`src/rtl/decode_ctrl_pipe.sv`:
```
// Registered RV32 decode stage with valid/ready handshakes, a 2-entry skid buffer, flush and illegal counting.
// Build option: define DECODE_MUL_EN to decode R-type funct7=0000001/f3=0 as MUL.
module decode_ctrl_pipe #(
  parameter int XLEN  = 32,
  parameter int CNT_W = 8
) (
  input  logic             clk,
  input  logic             rst_n,
  input  logic             flush,
  input  logic             in_valid,
  output logic             in_ready,
  input  logic [31:0]      instr,
  input  logic [XLEN-1:0]  in_pc,
  output logic             out_valid,
  input  logic             out_ready,
  output logic [XLEN-1:0]  out_pc,
  output logic [3:0]       alu_ctrl,
  output logic             regwrite,
  output logic [4:0]       rd,
  output logic [4:0]       rs1,
  output logic [4:0]       rs2,
  output logic [XLEN-1:0]  imm,
  output logic             alu_src_imm,
  output logic             mem_read,
  output logic             mem_write,
  output logic             branch,
  output logic             illegal,
  output logic [CNT_W-1:0] illegal_count
);

  typedef enum logic [3:0] {
    ALU_AND  = 4'b0000, ALU_OR  = 4'b0001, ALU_ADD = 4'b0010, ALU_SLL = 4'b0011,
    ALU_SUB  = 4'b0100, ALU_SRL = 4'b0101, ALU_MUL = 4'b0110, ALU_XOR = 4'b0111,
    ALU_SLT  = 4'b1000, ALU_SRA = 4'b1001, ALU_SLTU = 4'b1010
  } alu_op_e;

  typedef struct packed {
    logic [XLEN-1:0] pc;
    alu_op_e         alu_ctrl;
    logic            regwrite;
    logic [4:0]      rd;
    logic [4:0]      rs1;
    logic [4:0]      rs2;
    logic [XLEN-1:0] imm;
    logic            alu_src_imm;
    logic            mem_read;
    logic            mem_write;
    logic            branch;
    logic            illegal;
  } bundle_t;

  localparam logic [6:0] OP_R      = 7'b0110011;
  localparam logic [6:0] OP_I      = 7'b0010011;
  localparam logic [6:0] OP_LOAD   = 7'b0000011;
  localparam logic [6:0] OP_STORE  = 7'b0100011;
  localparam logic [6:0] OP_BRANCH = 7'b1100011;

  logic [6:0]      opcode, funct7;
  logic [2:0]      funct3;
  logic [XLEN-1:0] imm_i, imm_s, imm_b;
  alu_op_e         f3_op;
  logic            legal;
  bundle_t         dec;

  assign opcode = instr[6:0];
  assign funct3 = instr[14:12];
  assign funct7 = instr[31:25];
  assign imm_i  = {{(XLEN-12){instr[31]}}, instr[31:20]};
  assign imm_s  = {{(XLEN-12){instr[31]}}, instr[31:25], instr[11:7]};
  assign imm_b  = {{(XLEN-13){instr[31]}}, instr[31], instr[7], instr[30:25], instr[11:8], 1'b0};

  // funct3 to ALU op shared by R-type and I-ALU; shift encodings are refined by funct7 below.
  always_comb begin
    case (funct3)
      3'd0:    f3_op = ALU_ADD;
      3'd1:    f3_op = ALU_SLL;
      3'd2:    f3_op = ALU_SLT;
      3'd3:    f3_op = ALU_SLTU;
      3'd4:    f3_op = ALU_XOR;
      3'd5:    f3_op = ALU_SRL;
      3'd6:    f3_op = ALU_OR;
      default: f3_op = ALU_AND;
    endcase
  end

  // NOTE: every field gets a default before the case so no path leaves a value unassigned (no latches).
  always_comb begin
    dec          = '0;
    dec.pc       = in_pc;
    dec.rd       = instr[11:7];
    dec.rs1      = instr[19:15];
    dec.rs2      = instr[24:20];
    dec.alu_ctrl = ALU_ADD;
    legal        = 1'b0;
    case (opcode)
      OP_R: begin
        dec.regwrite = 1'b1;
        case (funct7)
          7'b0000000: begin legal = 1'b1; dec.alu_ctrl = f3_op; end
          7'b0100000: begin
            if (funct3 == 3'd0) begin legal = 1'b1; dec.alu_ctrl = ALU_SUB; end
            if (funct3 == 3'd5) begin legal = 1'b1; dec.alu_ctrl = ALU_SRA; end
          end
`ifdef DECODE_MUL_EN
          7'b0000001: if (funct3 == 3'd0) begin legal = 1'b1; dec.alu_ctrl = ALU_MUL; end
`endif
          default: ;
        endcase
      end
      OP_I: begin
        dec.regwrite    = 1'b1;
        dec.alu_src_imm = 1'b1;
        dec.imm         = imm_i;
        dec.alu_ctrl    = f3_op;
        case (funct3)
          3'd1:    legal = (funct7 == 7'b0000000);
          3'd5: begin
            legal = (funct7 == 7'b0000000) || (funct7 == 7'b0100000);
            if (funct7 == 7'b0100000) dec.alu_ctrl = ALU_SRA;
          end
          default: legal = 1'b1;
        endcase
      end
      OP_LOAD: begin
        legal           = (funct3 != 3'd3) && (funct3 != 3'd6) && (funct3 != 3'd7);
        dec.regwrite    = 1'b1;
        dec.mem_read    = 1'b1;
        dec.alu_src_imm = 1'b1;
        dec.imm         = imm_i;
      end
      OP_STORE: begin
        legal           = (funct3 <= 3'd2);
        dec.mem_write   = 1'b1;
        dec.alu_src_imm = 1'b1;
        dec.imm         = imm_s;
      end
      OP_BRANCH: begin
        legal        = (funct3 != 3'd2) && (funct3 != 3'd3);
        dec.branch   = 1'b1;
        dec.alu_ctrl = ALU_SUB;
        dec.imm      = imm_b;
      end
      default: ;
    endcase
    if (!legal) begin
      dec.illegal     = 1'b1;
      dec.regwrite    = 1'b0;
      dec.mem_read    = 1'b0;
      dec.mem_write   = 1'b0;
      dec.branch      = 1'b0;
      dec.alu_src_imm = 1'b0;
      dec.alu_ctrl    = ALU_ADD;
      dec.imm         = '0;
    end
  end

  bundle_t          main_q, main_d, skid_q, skid_d;
  logic             main_v_q, main_v_d, skid_v_q, skid_v_d;
  logic [CNT_W-1:0] cnt_q, cnt_d;
  logic             in_fire, out_fire;

  assign in_ready = !skid_v_q;
  assign in_fire  = in_valid && in_ready;
  assign out_fire = main_v_q && out_ready;

  always_comb begin
    main_d   = main_q;
    skid_d   = skid_q;
    main_v_d = main_v_q;
    skid_v_d = skid_v_q;
    if (flush) begin
      main_v_d = 1'b0;
      skid_v_d = 1'b0;
    end else if (main_v_q && !out_ready) begin
      // Main is stalled; an accepted input can only land in the (empty) skid slot.
      if (in_fire) begin
        skid_d   = dec;
        skid_v_d = 1'b1;
      end
    end else if (skid_v_q) begin
      main_d   = skid_q;
      main_v_d = 1'b1;
      skid_v_d = 1'b0;
    end else begin
      main_d   = in_fire ? dec : main_q;
      main_v_d = in_fire;
    end
  end

  always_comb begin
    cnt_d = cnt_q;
    if (!flush && out_fire && main_q.illegal && (cnt_q != '1)) cnt_d = cnt_q + 1'b1;
  end

  // NOTE: state updates use non-blocking assignments so all registers sample the same pre-edge values.
  always_ff @(posedge clk or negedge rst_n) begin
    if (!rst_n) begin
      main_q   <= '0;
      skid_q   <= '0;
      main_v_q <= 1'b0;
      skid_v_q <= 1'b0;
      cnt_q    <= '0;
    end else begin
      main_q   <= main_d;
      skid_q   <= skid_d;
      main_v_q <= main_v_d;
      skid_v_q <= skid_v_d;
      cnt_q    <= cnt_d;
    end
  end

  assign out_valid     = main_v_q;
  assign out_pc        = main_q.pc;
  assign alu_ctrl      = main_q.alu_ctrl;
  assign regwrite      = main_q.regwrite;
  assign rd            = main_q.rd;
  assign rs1           = main_q.rs1;
  assign rs2           = main_q.rs2;
  assign imm           = main_q.imm;
  assign alu_src_imm   = main_q.alu_src_imm;
  assign mem_read      = main_q.mem_read;
  assign mem_write     = main_q.mem_write;
  assign branch        = main_q.branch;
  assign illegal       = main_q.illegal;
  assign illegal_count = cnt_q;

endmodule

```
`config.mk`:
```
export PLATFORM = sky130hd
export DESIGN_NAME = decode_ctrl_pipe
export DESIGN_NICKNAME = d
export VERILOG_FILES = /design/src/rtl/decode_ctrl_pipe.sv
export SDC_FILE = /design/constraint.sdc
export NUM_CORES = 1
export LEC_CHECK = 0
export CORE_UTILIZATION = 53
export DETAILED_ROUTE_END_ITERATION = 8
export PLACE_DENSITY = 0.91
export RECOVER_POWER = 100
export SYNTH_ARGS = -nofsm -noshare
export SYNTH_HDL_FRONTEND = slang
export SYNTH_SLANG_ARGS = --single-unit
```
`constraint.sdc`:
```
create_clock -name clk -period 2.6 [get_ports clk]
set_input_delay 0.39 -clock clk [delete_from_list [all_inputs] [get_ports clk]]
set_output_delay 0.39 -clock clk [all_outputs]
set_load 0.005 [all_outputs]
```
==> impl_summary.log <==
[metrics] status: complete, but fails checks
[metrics] violated checks: capacitance limit, slew limit
[metrics] buffer type at the clock tree root: clkbuf_16
[metrics] die area: between 0.01 and 0.015 mm^2
[metrics] top-area cell type share of the netlist area: 54.61%
[metrics] max-slew violation total from the final report: just over 70
[metrics] wire length per cell: around 18 um
[metrics] library cell with the largest summed area after synthesis: dfrtp_1
[metrics] number of cells on the worst reg-to-reg path: 4
[metrics] Most used DFF post-synth: dfrtp_1
[metrics] Warnings, synthesis: 0
[metrics] synthesized net count: roughly 710
[metrics] maximum clock rate: approximately 420 MHz
[metrics] number of post-CTS setup repair buffers: 0
[metrics] power density cells: between 700 and 800 mW/mm^2
[metrics] TritonRoute pass-1 iters: 4
[metrics] largest net degree at the start of global routing: roughly 90
[metrics] Post-route DRC: 0
[metrics] endpoint type of the worst setup path: register
[metrics] register-to-register setup slack: roughly 0.33 ns
[metrics] via count: 5505
[metrics] CP Class: input port to register
[metrics] largest cells by area after synthesis: dfrtp_1 (55%), mux2_2 (8.7%), mux2i_1 (7.0%)
[metrics] global-route wire length before repair: between 20000 and 30000 um
[metrics] final-layout worst hold slack: about 0.48 ns
[metrics] standard cell core area: ~0.013 mm^2
[metrics] clock-pin slew of the registers on the worst-case setup and hold paths: around 0.060 ns
[metrics] Critical Path Start Type: input port
[metrics] slew at the pin with the worst max-slew slack: around 1.9 ns
[metrics] Initial Util: 54.46%
[metrics] total global-route track usage: between 20% and 30%
[metrics] net total in the final layout: 864
[metrics] number of synthesized flops with an enable pin: 0
[metrics] Final Setup Violations: 0
[metrics] worst reg2reg path startpoint: skid_v_q
[metrics] Synth Area in Adders: less than 1%
[metrics] total half-perimeter wirelength after legalization and detailed placement: between 10000 and 15000 um
[metrics] Worst VDD drop: 0.0005252 V
[metrics] Port Buffer Count: ~170
[metrics] Filler cells: 890
[metrics] final worst path period share: between 90 and 100%
[metrics] signal arrival time at the worst endpoint: 2.69 ns
[metrics] portion of netlist area occupied by mux cells: between 15 and 20%
[metrics] Bufs on Longest Clock Path: 2
[metrics] # clock sinks: 150
[metrics] average via count per standard cell: approximately 5.6
[metrics] H-Tree Depth: 4
[metrics] most utilized layer in the global route result: met2
[metrics] Compound-Gate Fraction of Synth Area: around an eighth
[metrics] maximum net fanout on the critical path: 5
[metrics] Lkg Pwr: around 4.2 nW
[metrics] required time of the critical path: between 2 and 3 ns
[metrics] vias in the first global route: roughly 5400
[metrics] max-slew headroom at the worst pin: -27.14%
[metrics] clock tree from TritonCTS: done
[metrics] Max-Cap Viols: 1
[metrics] IO Count: 168
[metrics] post-route setup TNS: 0 ns
[metrics] Synth top cells by count: dfrtp_1 (150), nand2_1 (87), o21ai_0 (71)
[metrics] post-synthesis sequential area ratio: 54.61%
[metrics] worst hold-check path type: input port to async pin
[metrics] number of hold buffers added after CTS: 0
[metrics] setup repair after global routing missed its margin: no
[metrics] xor and xnor fraction of the mapped netlist area: approximately 1%
[metrics] Netlist Area Pre-Place: between 0.006 and 0.007 mm^2
[metrics] Routed Wire Length: about 18000 um
[metrics] shortest clock period the worst path allows after layout: 2.393 ns
[metrics] reg-to-reg critical path endpoint: out_pc[26]
[metrics] global-route track usage on met2: 46.27%
[metrics] post-synthesis async set-or-reset flop share: 100.0%
[metrics] relative area change from synthesis to final layout: 35.75%
[metrics] source-to-sink clock delay at the later pin of the worst-skew pair: about 0.42 ns
[metrics] drt initial violations: ~340
[metrics] total CTS buffers: 17
[metrics] number of diodes: 0
[metrics] global routing met1 resource utilization: approximately a third
[metrics] final hold vios: 0
[metrics] antenna violation net count after detailed routing: 0
[metrics] synthesized flop and latch total: 150
[metrics] simple-gate share of the synthesized area: 11.43%
[metrics] count of standard-cell rows: 41
[metrics] Cells after Synth: between 600 and 700
[metrics] vertical die dimension: 115.9 um
[metrics] GRT met3 Usage: slightly below 6%
[metrics] Resized Gates After CTS: 0
[metrics] library cell with the highest instance count after synthesis: dfrtp_1
[metrics] horizontal extent of the die: 115.9 um
[metrics] Synth cell types: 54
[metrics] Overflow after GRT: 0
[metrics] global placement routability congestion: between 0.8 and 0.9
[metrics] syn avg cell area: 10.82 um^2
[metrics] layout cells sized above 1: approximately 15%
[metrics] Setup Skew: 0.005469 ns
[metrics] main combinational cell family by area after synthesis: multiplexers
[metrics] initial antenna violation count: 0
## cell usage in the layout (no fill, tap or decap), drive strengths merged, types with 8 or more instances in the layout
cell type,synthesis,routed
dfrtp,150,150
dlygate4sd3,0,101
nand2,87,87
o21ai,72,72
clkdlybuf4s50,0,65
mux2,54,54
mux2i,48,48
clkbuf,34,33
a21oi,32,32
nor2,25,25
buf,27,25
nand3,18,18
nor3,10,10
and3,8,8
## registers in the layout, indices dropped and copies added, names as in the netlist
name and cells:
rd 5, skid_v_q 1, mem_read 1, regwrite 1
mem_write 1, branch 1, imm 13, illegal 1
skid_q 70, alu_src_imm 1, out_valid 1, rs1 5
illegal_count 8, alu_ctrl 4, rs2 5, out_pc 32
## layout make-up
| type | instances | area [um^2] | share of cell area [%] |
|---|---|---|---|
| clock buffer | 23 | 478.0 | 5.123 |
| multi-input combinational | 417 | 2771 | 29.70 |
| inverter | 7 | 26.28 | 0.2816 |
| timing repair buffer | 201 | 1911 | 20.48 |
| clock inverter | 8 | 171.4 | 1.837 |
| tap | 172 | 215.2 | 2.307 |
| sequential | 150 | 3757 | 40.27 |
## kinds of logic (layout without fill, tap and decap cells)
family | Yosys count | in the layout
buf+inv | 68 | 239
mux | 102 | 102
fa+ha+maj | 1 | 1
compound gates | 134 | 134
xor+xnor | 8 | 8
simple gates | 172 | 172
flops | 150 | 150
## worst max path at each step
stage / to / startpoint / slack, ns
3_5_place_dp: imm[0] / instr[31] / -0.13
6_report: regwrite / instr[31] / 0.21
2_1_floorplan: skid_q[0] / instr[31] / 0.39
4_1_cts: imm[0] / instr[31] / 0.29
3_3_place_gp: imm[0] / instr[31] / -0.09
5_1_grt: out_pc[14] / out_ready / 0.1
## critical path: stages
cell and delay (ns):
clkdlybuf4s50_1 0.42, or4_1 0.58, o31a_1 0.35, o311a_1 0.44, and2_4 0.19, o311ai_0 0.32
## per-stage QoR
step | area, um^2 | setup WS, ns | instances | utilization [%] | total power (W)
floorplan | 6873 | 0.3873 | 635 | - | 0.003375
global placement | 8763 | -0.09278 | 947 | 69.44 | 0.004002
detailed placement | 8763 | -0.1299 | 947 | 69.44 | 0.004082
CTS | 9413 | 0.2934 | 978 | 74.59 | 0.006796
global route | 9330 | 0.09929 | 978 | 73.93 | 0.006926
finish | 9330 | 0.2073 | 978 | 73.93 | 0.006677
## report_power, final
part / total [W] / switching [W] / internal (W)
combinational: 0.00105 / 0.000451 / 0.000599
clock: 0.00271 / 0.000931 / 0.00178
sequential: 0.00292 / 0.000216 / 0.00270
total: 0.00668 / 0.00160 / 0.00508
## per-layer routing
metal,vias to the layer above,part of all wire [%]
met5,-,0
met4,0,2.1
met2,179,52
met1,2758,41
met3,33,5.1
li1,2535,-
No activity file was read; power rests on OpenSTA's default activity.
